## src/rtl/blink_ctrl.sv

```systemverilog
// blink_ctrl: command-driven LED sequencer. Takes OFF / ON / BLINK / BURST
// commands over a valid/ready handshake and times each LED phase in whole
// ticks of an internal prescaler. Bursts run to completion and pulse o_done.
module blink_ctrl #(
  parameter int CLK_HZ   = 100_000_000,
  parameter int TICK_HZ  = 1000,
  parameter int PERIOD_W = 16,
  parameter int COUNT_W  = 8
) (
  input  logic                i_clk_100MHz,
  input  logic                i_rst_n,
  input  logic                i_cmd_valid,
  output logic                o_cmd_ready,
  input  logic [1:0]          i_cmd_mode,
  input  logic [PERIOD_W-1:0] i_cmd_half_period,
  input  logic [COUNT_W-1:0]  i_cmd_count,
  output logic                o_led,
  output logic                o_busy,
  output logic                o_done
);

  localparam int DIV   = CLK_HZ / TICK_HZ;
  localparam int PRE_W = (DIV > 1) ? $clog2(DIV) : 1;
  localparam logic [PRE_W-1:0] PRE_LAST = PRE_W'(DIV - 1);

  typedef enum logic [2:0] {
    S_OFF,
    S_ON,
    S_BLINK_HI,
    S_BLINK_LO,
    S_BURST_HI,
    S_BURST_LO
  } state_t;

  state_t                r_state;
  logic [PRE_W-1:0]      r_pre;
  logic [PERIOD_W-1:0]   r_tick;
  logic [PERIOD_W-1:0]   r_hMinus1;
  logic [COUNT_W-1:0]    r_count;
  logic [COUNT_W-1:0]    r_pulses;
  logic                  r_led;
  logic                  r_busy;
  logic                  r_ready;
  logic                  r_done;

  state_t                w_nextState;
  logic [PRE_W-1:0]      w_nextPre;
  logic [PERIOD_W-1:0]   w_nextTick;
  logic [COUNT_W-1:0]    w_nextPulses;
  logic                  w_nextDone;
  logic                  w_accept;
  logic                  w_preWrap;
  logic                  w_phaseEnd;
  logic                  w_timed;

  // Next-state logic: a new command wins over phase timing; otherwise the
  // prescaler/tick pair advances and the phase flips when both wrap together.
  always_comb begin
    w_nextState  = r_state;
    w_nextPre    = r_pre;
    w_nextTick   = r_tick;
    w_nextPulses = r_pulses;
    w_nextDone   = 1'b0;
    w_accept     = i_cmd_valid && r_ready;
    w_preWrap    = (r_pre == PRE_LAST);
    w_phaseEnd   = w_preWrap && (r_tick == r_hMinus1);
    w_timed      = (r_state inside {S_BLINK_HI, S_BLINK_LO, S_BURST_HI, S_BURST_LO});

    if (w_accept) begin
      w_nextPre    = '0;
      w_nextTick   = '0;
      w_nextPulses = '0;
      case (i_cmd_mode)
        2'd0: w_nextState = S_OFF;
        2'd1: w_nextState = S_ON;
        2'd2: w_nextState = S_BLINK_HI;
        default: begin
          if (i_cmd_count == '0) begin
            w_nextState = S_OFF;
            w_nextDone  = 1'b1;
          end else begin
            w_nextState = S_BURST_HI;
          end
        end
      endcase
    end else if (w_timed) begin
      if (w_preWrap) begin
        w_nextPre = '0;
        if (r_tick == r_hMinus1) begin
          w_nextTick = '0;
        end else begin
          w_nextTick = r_tick + PERIOD_W'(1);
        end
      end else begin
        w_nextPre = r_pre + PRE_W'(1);
      end

      if (w_phaseEnd) begin
        case (r_state)
          S_BLINK_HI: w_nextState = S_BLINK_LO;
          S_BLINK_LO: w_nextState = S_BLINK_HI;
          S_BURST_HI: begin
            w_nextState  = S_BURST_LO;
            w_nextPulses = r_pulses + COUNT_W'(1);
          end
          S_BURST_LO: begin
            if (r_pulses == r_count) begin
              w_nextState = S_OFF;
              w_nextDone  = 1'b1;
            end else begin
              w_nextState = S_BURST_HI;
            end
          end
          default: w_nextState = r_state;
        endcase
      end
    end
  end

  // State, counters, latched command fields and registered outputs; outputs
  // are derived from the next state so they change on the same edge.
  always_ff @(posedge i_clk_100MHz or negedge i_rst_n) begin
    if (!i_rst_n) begin
      r_state   <= S_OFF;
      r_pre     <= '0;
      r_tick    <= '0;
      r_hMinus1 <= '0;
      r_count   <= '0;
      r_pulses  <= '0;
      r_led     <= 1'b0;
      r_busy    <= 1'b0;
      r_ready   <= 1'b0;
      r_done    <= 1'b0;
    end else begin
      r_state  <= w_nextState;
      r_pre    <= w_nextPre;
      r_tick   <= w_nextTick;
      r_pulses <= w_nextPulses;
      r_done   <= w_nextDone;
      if (w_accept) begin
        r_hMinus1 <= (i_cmd_half_period == '0) ? '0 : (i_cmd_half_period - PERIOD_W'(1));
        r_count   <= i_cmd_count;
      end
      r_led   <= (w_nextState inside {S_ON, S_BLINK_HI, S_BURST_HI});
      r_busy  <= (w_nextState inside {S_BLINK_HI, S_BLINK_LO, S_BURST_HI, S_BURST_LO});
      r_ready <= !(w_nextState inside {S_BURST_HI, S_BURST_LO});
    end
  end

  assign o_cmd_ready = r_ready;
  assign o_led       = r_led;
  assign o_busy      = r_busy;
  assign o_done      = r_done;

endmodule

```

## config.mk

```make
export PLATFORM = sky130hd
export DESIGN_NAME = blink_ctrl
export DESIGN_NICKNAME = d
export VERILOG_FILES = /design/src/rtl/blink_ctrl.sv
export SDC_FILE = /design/constraint.sdc
export NUM_CORES = 1
export LEC_CHECK = 0
export CAP_MARGIN = 20
export CORE_ASPECT_RATIO = 1.2
export CORE_MARGIN = 5
export CORE_UTILIZATION = 39
export DETAILED_ROUTE_END_ITERATION = 7
export PLACE_DENSITY = 0.54
export SETUP_SLACK_MARGIN = 0.4
export SYNTH_ARGS = -nofsm -noshare
export SYNTH_HDL_FRONTEND = slang
export SYNTH_SLANG_ARGS = --single-unit
```

## constraint.sdc

```tcl
create_clock -name i_clk_100MHz -period 2.6 [get_ports i_clk_100MHz]
set_input_delay 0.39 -clock i_clk_100MHz [delete_from_list [all_inputs] [get_ports i_clk_100MHz]]
set_output_delay 0.39 -clock i_clk_100MHz [all_outputs]
set_load 0.03 [all_outputs]
```

Yosys cells after proc, flatten, opt, wreduce, memory -nomap -nowiden
Cells that the tools add are included.

Add/sub/neg operators: 4. Equality and inequality tests: 14. Mux-type cells: 26. Reduce and logical (&&, ||, !) cells: 17.

Operators with widths (count): 16-bit two-way mux (5); 17-bit two-way mux (3); 8-bit two-way mux (4); 17-bit by 1-bit adder with 17-bit output, second input constant (1); 17-bit equality test, second input constant (1); 16-bit by 1-bit adder with 16-bit output, second input constant (1); 16-bit equality test (1); 16-bit logical NOT (1); 16-bit by 1-bit subtractor with 16-bit output, second input constant (1); 3-bit two-way mux (5); 3-bit by 2-bit equality test with 1-bit output, second input constant (4); 3-bit equality test, second input constant (4); 3-bit one-hot mux with 4 select lines (1); 2-bit nonzero test (5); 3-bit one-hot mux with 3 select lines (1); 8-bit by 1-bit adder with 8-bit output, second input constant (1); 8-bit equality test (1); 8-bit logical NOT (1); 4-bit nonzero test (2); 1-bit two-way mux (7); 3-bit by 1-bit equality test with 1-bit output, second input constant (1); 3-bit AND reduction (1); 3-bit nonzero test (1); 3-bit OR reduction (1); other kinds (6) (7).

Register bits: 72. Input port bits: 29. Word-level logic and storage cells: 71.

Logic depth before layout (Yosys ltp)
Gate-level depths: netlist of the first run.

Depth after elaboration: 9. Gate-level depth with buffers: 8.

Worst setup path after synthesis of the first run
OpenSTA, ideal clock, no wires.

Path kind: in2reg. Start point: input port i_cmd_half_period[4]. End point: register r_hMinus1[10]. Library setup time: 124 ps. Data arrival time: 1979 ps. Data required time: 2476 ps. Path slack: 497 ps. Cell stages on the path: 6. Cells stage by stage: or3_1 -> or3_1 -> nand2b_1 -> o31ai_2 -> buf_2 -> o21ai_1.

Word-level cells in the longest chain between the ends: 2. Elaborated cells between the ends (all ways): 3. Those cells by class: add/sub: 1; mux: 1; reduce/logical: 1.

Ends and longest elaborated chain: start: declaration (RTL line 15) `input logic [PERIOD_W-1:0] i_cmd_half_period,`; 16-bit by 1-bit subtractor with 16-bit output or 16-bit logical NOT (tied branches) (RTL line 141) `r_hMinus1 <= (i_cmd_half_period == '0) ? '0 : (i_cmd_half_period - PERIOD_W'(1));`; 16-bit two-way mux * (RTL line 141); end signal: assignment (RTL line 141); end: declaration (RTL line 38) `logic [PERIOD_W-1:0] r_hMinus1;`.

Every way passes the cells marked *; elsewhere a longest branch is shown, timed or not. A chain may end at the register's enable or synchronous reset.

Final worst setup path of the first run
Start point: register r_tick[2]. End point: register r_led (netlist: o_led).

Word-level cells in the longest chain between the ends: 7. Elaborated cells between the ends (all ways): 9. Those cells by class: eq/ne: 4; mux: 3; reduce/logical: 2.

Ends and longest elaborated chain: start: declaration (RTL line 37) `logic [PERIOD_W-1:0] r_tick;`; start signal: assignment (RTL line 137) `r_tick <= w_nextTick;`; 16-bit equality test * (RTL line 66) `w_phaseEnd = w_preWrap && (r_tick == r_hMinus1);`; 1-bit logical AND * (RTL line 66); 3-bit two-way mux * (RTL line 98) `if (w_phaseEnd) begin`; 3-bit two-way mux * (RTL line 86) `end else if (w_timed) begin`; 3-bit two-way mux * (RTL line 69) `if (w_accept) begin`; named net w_nextState[2] (RTL line 46) `state_t w_nextState;`; 3-bit by 1-bit equality test with 1-bit output, or another cell as far along (RTL line 144) `r_led <= (w_nextState inside {S_ON, S_BLINK_HI, S_BURST_HI});`; 3-bit nonzero test * (RTL line 144); end signal: assignment (RTL line 144); end: declaration (RTL line 41) `logic r_led;`.

The timed path passes the listed nets; every way through them passes the cells marked *.

==> results of run 1 <==
## what timing repair did
item                       4_1_cts  5_1_grt
gates resized for setup          9       20
buffers inserted                 5        2
cloned                           0        0
hold endpoints to repair        16        0
setup endpoints to repair       15       39
hold buffers                     1        0
pin swaps                       11        6
## cell type report
| type | count | area [um^2] | area share (%) |
|---|---|---|---|
| timing repair buffer | 61 | 568.0 | 11.35 |
| clock buffer | 10 | 239.0 | 4.774 |
| tap | 126 | 157.7 | 3.149 |
| clock inverter | 6 | 58.81 | 1.175 |
| inverter | 4 | 15.01 | 0.2999 |
| multi-input combinational | 347 | 2162 | 43.19 |
| sequential | 72 | 1805 | 36.07 |
## worst paths after layout
kind	endpoint
worst max-delay path	o_led
worst min-delay path	r_hMinus1[0]
worst max register to register	o_led
worst min register to register	r_count[1]
max in group asynchronous	r_pulses[6]
min in group asynchronous	o_led
## cell usage after synthesis, types with 4 or more instances
cell type	instances
nand2_1	76
xor2_1	35
clkbuf_1	7
nor3_1	6
and3_1	12
o21bai_1	4
o21ai_0	31
nand2b_1	5
nor4_1	17
nand3_1	16
nand4_1	9
dfrtp_1	72
inv_1	4
or3_1	7
o21ai_1	13
xnor2_1	17
a21oi_1	9
ha_1	4
nor2_1	45
## layer usage
layer  vias to the layer above  part of all wire (%)  global-route usage, %
li1                       1647                     -                      -
met3                        18                   2.3                  2.035
met2                        41                    48                  24.55
met5                         -                     0                      0
met1                      1583                    47                  20.62
met4                         0                   2.8                  8.479
## metrics by stage
stage	power, mW	instance area (um^2)
after CTS	4.197	4901
after floorplan	2.435	3926
after detailed placement	2.900	4517
after global placement	2.875	4517
after global routing	4.457	5006
final	4.168	5006
## kinds of logic (layout without fill, tap and decap cells)
family | Yosys count | after routing | share of synthesized area (%)
DFF | 72 | 72 | 45.89
buffers and inverters | 17 | 81 | 1.721
xor gates and xnor gates | 52 | 52 | 11.60
adders and majority gates | 4 | 4 | 1.275
muxes | 4 | 4 | 1.052
AOI/OAI and AO/OA | 72 | 72 | 10.80
and+or+nand+nor | 215 | 215 | 27.66
## state kept, by name, summed over array words and instances (netlist names)
| name | cells |
|---|---|
| r_tick | 16 |
| o_busy | 1 |
| r_pre | 17 |
| r_pulses | 8 |
| o_cmd_ready | 1 |
| r_count | 8 |
| o_led | 1 |
| o_done | 1 |
| r_hMinus1 | 16 |
| r_state | 3 |
## report_power, final
| part | internal [mW] | switching (mW) |
|---|---|---|
| sequential | 1.41 | 0.232 |
| clock | 0.763 | 0.460 |
| combinational | 0.570 | 0.737 |
| total | 2.74 | 1.43 |
==> run metrics, run 1 <==
fmax=around 0.45 GHz; FF-to-FF setup slack=0.36 ns; Final Routed Wirelength=8818 um; crit share post-route=roughly 86%; post-layout util=about half; hold depth=2; share of the synthesized area in the top cell type=between 40 and 50%; vias after detailed routing=3289; Die Y=119.9 um; setup_tns=0 ns; worst hold slack=roughly 0.31 ns; commonest register cell after synthesis=dfrtp_1; Max rail drop VDD=0.3596 mV; IO Count=33; most common cell after layout, fill and taps aside=nand2_1; Max Slew Vio Count=0; Fillers=between 900 and 1000; P_leak=2.224 nW; Slew headroom=a little over half; slowest CP cell=dfrtp_2; wire length per cell=between 10 and 15 um; Setup Skew=roughly 0.005 ns; ANT nets after route=0; clk sinks=about 70; max-cap check violation count=0; mapped cell area=about 3900 um^2; worst setup path start=r_tick[2]; Placed Cells=around 600; Initial Util=between 30% and 40%; initial antenna violation count=0; syn_nets=469; layout cell share with drive strength beyond 1=between 10% and 20%; Via density=around 5.3; final net count=around 530; min Tclk post-route=roughly 2.2 ns; Core Region=9910 um^2; Critical Path RT=approximately 2.8 ns; Num CTS Buffers=9; HPWL after detailed placement=roughly 6300 um; vias in the first global route=3156; die width=between 100 and 150 um; P per Cell Area=~830 nW/um^2; Worst Tran Pin Value=roughly 0.68 ns; worst-path cell chain=xor2_1 > nor4_2 > nand4_1 > buf_6 > nor4b_4 > o21ai_2 > xor2_1 > mux2_2; CP Class=reg -> reg; EDFF count, synth=0; sequential area share after synthesis=between 40% and 50%; die area=12180 um^2; clk root buf=clkbuf_16; synthesized flop and latch total=72; async set-reset flop share out of synthesis=100.0%; Worst R2R Start=r_tick[2]; RSZ-0062 raised after global routing=yes; Synth area leaders=dfrtp_1, xor2_1, nand2_1; critical path depth=8; Rows=40; CP peak stage delay=0.44 ns; Critical path buffers and inverters=1; H-Tree Depth=3; first-pass GRT wire length=roughly 15000 um; CP delay by family, top=simple AND/OR/NAND/NOR gates; Worst Setup Start Kind=flop; area delta synth->final=27.50%; Worst-Skew Late Latency=0.33 ns; leading area contributor after synthesis=dfrtp_1; CP Capture Type=flop; outcome=complete, no violations; synthesized area per cell=between 9 and 10 um^2; Hold Crit Class=in -> reg; Hold Crit Start=i_cmd_half_period[0]; synth warn=0; Syn Inst Count=about 440; Initial DRC Count=roughly 130; Fin. Hold Viols=0; Layout Cells excl Fill=626; maximum buffer depth of the clock tree=2; global route total overflow=0; GP Congestion=between 0.7 and 0.8; pre-CTS WS=around 0.047 ns; # DRC=0; CP Data Arrival Time=2.45 ns; CTS tree=built; setup violators final=0; 1st-pass router iterations=4; Most Frequent Cell on Critical Path=xor2_1; Netlist cell types=48; largest net degree at the start of global routing=between 50 and 60; port bufs=32; final worst slack=approximately 0.36 ns; commonest non-fill, non-tap cells in the layout=nand2_1, dfrtp_1, nor2_1; worst reg-to-reg path cell count=8; ANT cells=0; CP Max Fanout=6; GRT Resource Usage Total=15.61%; Clk pin slew, worst setup/hold paths=0.06 ns
Note: power is estimated with default switching activity, not from simulation.
==> run 2: changes to the inputs <==
--- a/config.mk
+++ b/config.mk
@@ -10,8 +10,10 @@
 export CORE_MARGIN = 5
 export CORE_UTILIZATION = 39
 export DETAILED_ROUTE_END_ITERATION = 7
+export HOLD_SLACK_MARGIN = 0.15
 export PLACE_DENSITY = 0.54
 export SETUP_SLACK_MARGIN = 0.4
+export SKIP_LAST_GASP = 1
 export SYNTH_ARGS = -nofsm -noshare
 export SYNTH_HDL_FRONTEND = slang
 export SYNTH_SLANG_ARGS = --single-unit
==> results of run 2 <==
The final DEF is identical to that of run 1; final timing and power are the same.
==> run 3: changes to the inputs <==
==> constraint.sdc (replaced) <==
create_clock -name i_clk_100MHz -period 2.6 [get_ports i_clk_100MHz]
set_input_delay 0.39 -clock i_clk_100MHz [delete_from_list [all_inputs] [get_ports i_clk_100MHz]]
set_output_delay 0.39 -clock i_clk_100MHz [all_outputs]
set_load 0.1 [all_outputs]
==> run 3 against run 2 <==
Effect of this change: cell count rose by 0.80%; clock power barely moved; wire length barely moved; clock skew rose by 0.0046 ns; core utilization rose by 0.76 points; critical path depth fell by 1; sequential share of layout area fell by 0.51 points; critical path type unchanged; highest routed layer unchanged.
==> run metrics, run 3 (synthesized netlist as in run 1, its figures left out) <==
min Tclk post-route=2.225 ns (-0.01521 ns); Hold Crit Class=in -> reg; die width=101.6 um (unchanged); Final Routed Wirelength=8815 um (about the same); ANT nets after route=0 (unchanged); Int Power=2.806 mW (+2.5%); maximum buffer depth of the clock tree=2 (unchanged); Rows=40 (unchanged); Critical Path RT=2.81 ns (about the same); Clk pin slew, worst setup/hold paths=0.06 ns (about the same); Initial DRC Count=187 (+48%); area delta synth->final=29.41%; Worst-Skew Late Latency=0.33 ns (about the same); layout cell share with drive strength beyond 1=17.43% (+2.0 points); Largest Register=r_pre; gr busiest metal=met2; final net count=533 (+0.95%); multi-input logic area=2208 um^2 (+2.1%); Initial Util=39.62% (unchanged); clk sinks=72 (unchanged); clk root buf=clkbuf_16; CP Max Fanout=3 (-3); Logic pwr share=33.8% (+2.4 points); vias in the first global route=3227 (+2.2%); Fin. Hold Viols=0 (unchanged); Placed Cells=600 (-0.33%); FF/Latch Area=1807 um^2 (about the same); die area=12180 um^2 (unchanged); Max Slew Vio Count=0 (unchanged); Worst Tran Pin Value=0.4976 ns (-0.1817 ns); max reg flops=17 (unchanged); H-Tree Depth=3 (unchanged); max-cap check violation count=0 (unchanged); outcome=complete, no violations; initial antenna violation count=0 (unchanged); HPWL after detailed placement=6421 um (+1.7%); CP Data Arrival Time=2.44 ns (about the same); global route total overflow=0 (unchanged); setup_tns=0 ns (unchanged); 1st-pass router iterations=4 (unchanged); Die Y=119.9 um (unchanged); GRT Resource Usage Total=15.75% (+0.14 points); Fillers=919 (-3.3%); met2 GRT Util=25.12% (+0.57 points); clock share of power=28.7% (-0.6 points); P_leak=2.254 nW (+1.4%); largest net degree at the start of global routing=54 (-5.3%); pre-CTS WS=0.03069 ns (-0.01664 ns); CP Class=reg -> reg; setup violators final=0 (unchanged); commonest non-fill, non-tap cells in the layout=nand2_1, dfrtp_1, nor2_1; ANT cells=0 (unchanged); GP Congestion=0.8359 (+5.3%); # DRC=0 (unchanged); Net Switching=1.557 mW (+8.9%); Slew headroom=66.83% (+13 points); final worst slack=0.3751 ns (+0.01521 ns); CTS tree=built; Via density=5.201 (-1.0%); RSZ-0062 raised after global routing=yes; fmax=0.4495 GHz (+0.68%); Core Region=9910 um^2 (unchanged); CP Capture Type=flop; P per Cell Area=858.8 nW/um^2 (+3.2%); IO Count=33 (unchanged); crit share post-route=85.57% (-0.58 points); Layout Cells excl Fill=631 (+0.80%); Setup Skew=0.009611 ns (+0.004625 ns); Num CTS Buffers=9 (unchanged); Worst Setup Start Kind=flop; largest registers=r_pre x17, r_hMinus1 x16, r_tick x16; wire length per cell=13.97 um (-0.83%); Max rail drop VDD=0.3248 mV (-9.7%); switching share of power=35.69% (+1.4 points); vias after detailed routing=3282 (-0.21%); first-pass GRT wire length=15320 um (+1.2%); met3 usage=1.919% (-0.12 points); port bufs=32 (unchanged); most common cell after layout, fill and taps aside=nand2_1; global-route track usage on met1=20.82% (+0.20 points); sequential share of power=37.5% (-1.8 points)
run 3: through the flow:
step	utilization (%)	instance area [um^2]	hold WS (ns)	total power, mW
final	51.28	5081	0.4469	4.364
after global routing	51.28	5081	0.4917	4.672
after CTS	49.62	4917	0.5043	4.358
after detailed placement	45.34	4493	0.3883	2.994
after global placement	45.34	4493	0.3862	2.968
after floorplan	-	3928	0.09441	2.540
run 3: worst paths after layout:
path / depth (start not counted) / end / startpoint / slack, ns
max: 7 / o_led / r_pre[6] / 0.38
min reg2reg: 2 / r_count[6] / r_count[6] / 0.50
max reg2reg: 7 / o_led / r_pre[6] / 0.38
max in group asynchronous: 3 / r_tick[6] / i_rst_n / 1.38
min in group asynchronous: 2 / r_pre[14] / i_rst_n / 0.55
min: 3 / r_hMinus1[4] / i_cmd_half_period[4] / 0.45
run 3: what timing repair did:
| action | 4_1_cts | 5_1_grt |
|---|---|---|
| setup endpoints to repair | 23 | 40 |
| hold buffers | 1 | 0 |
| setup buffers | 7 | 7 |
| pin swaps | 9 | 11 |
| hold endpoints to repair | 19 | 0 |
| resized for setup | 11 | 20 |
run 3: final cells by class:
| cell class | instances | area share [%] |
|---|---|---|
| multi-input cells | 347 | 43.46 |
| flip-flops and latches | 72 | 35.56 |
| repair buffers | 66 | 11.52 |
| clock buffers | 11 | 4.974 |
| well taps | 126 | 3.103 |
| clock inverters | 5 | 1.083 |
| inverters | 4 | 0.2955 |
run 3: power groups by stage:
stage | registers (mW) | logic [mW] | clock network (mW)
2_1_floorplan | 1.74 | 0.797 | 0
3_3_place_gp | 1.65 | 1.32 | 0
3_5_place_dp | 1.65 | 1.34 | 0
4_1_cts | 1.63 | 1.43 | 1.29
5_1_grt | 1.67 | 1.66 | 1.33
6_report | 1.63 | 1.48 | 1.25
run 3: routing by layer:
metal,wire [um],share of wire [%]
met5,0,0
met4,239,2.7
met3,220,2.5
met2,4258,48
met1,4096,46
run 3: critical path, stage by stage, from the launching register on:
cell	delay (ns)
dfrtp_2	0.43
nor4_4	0.30
and3_1	0.18
nand4_1	0.19
or4_4	0.55
o211ai_4	0.10
xor2_1	0.09
mux2_2	0.26
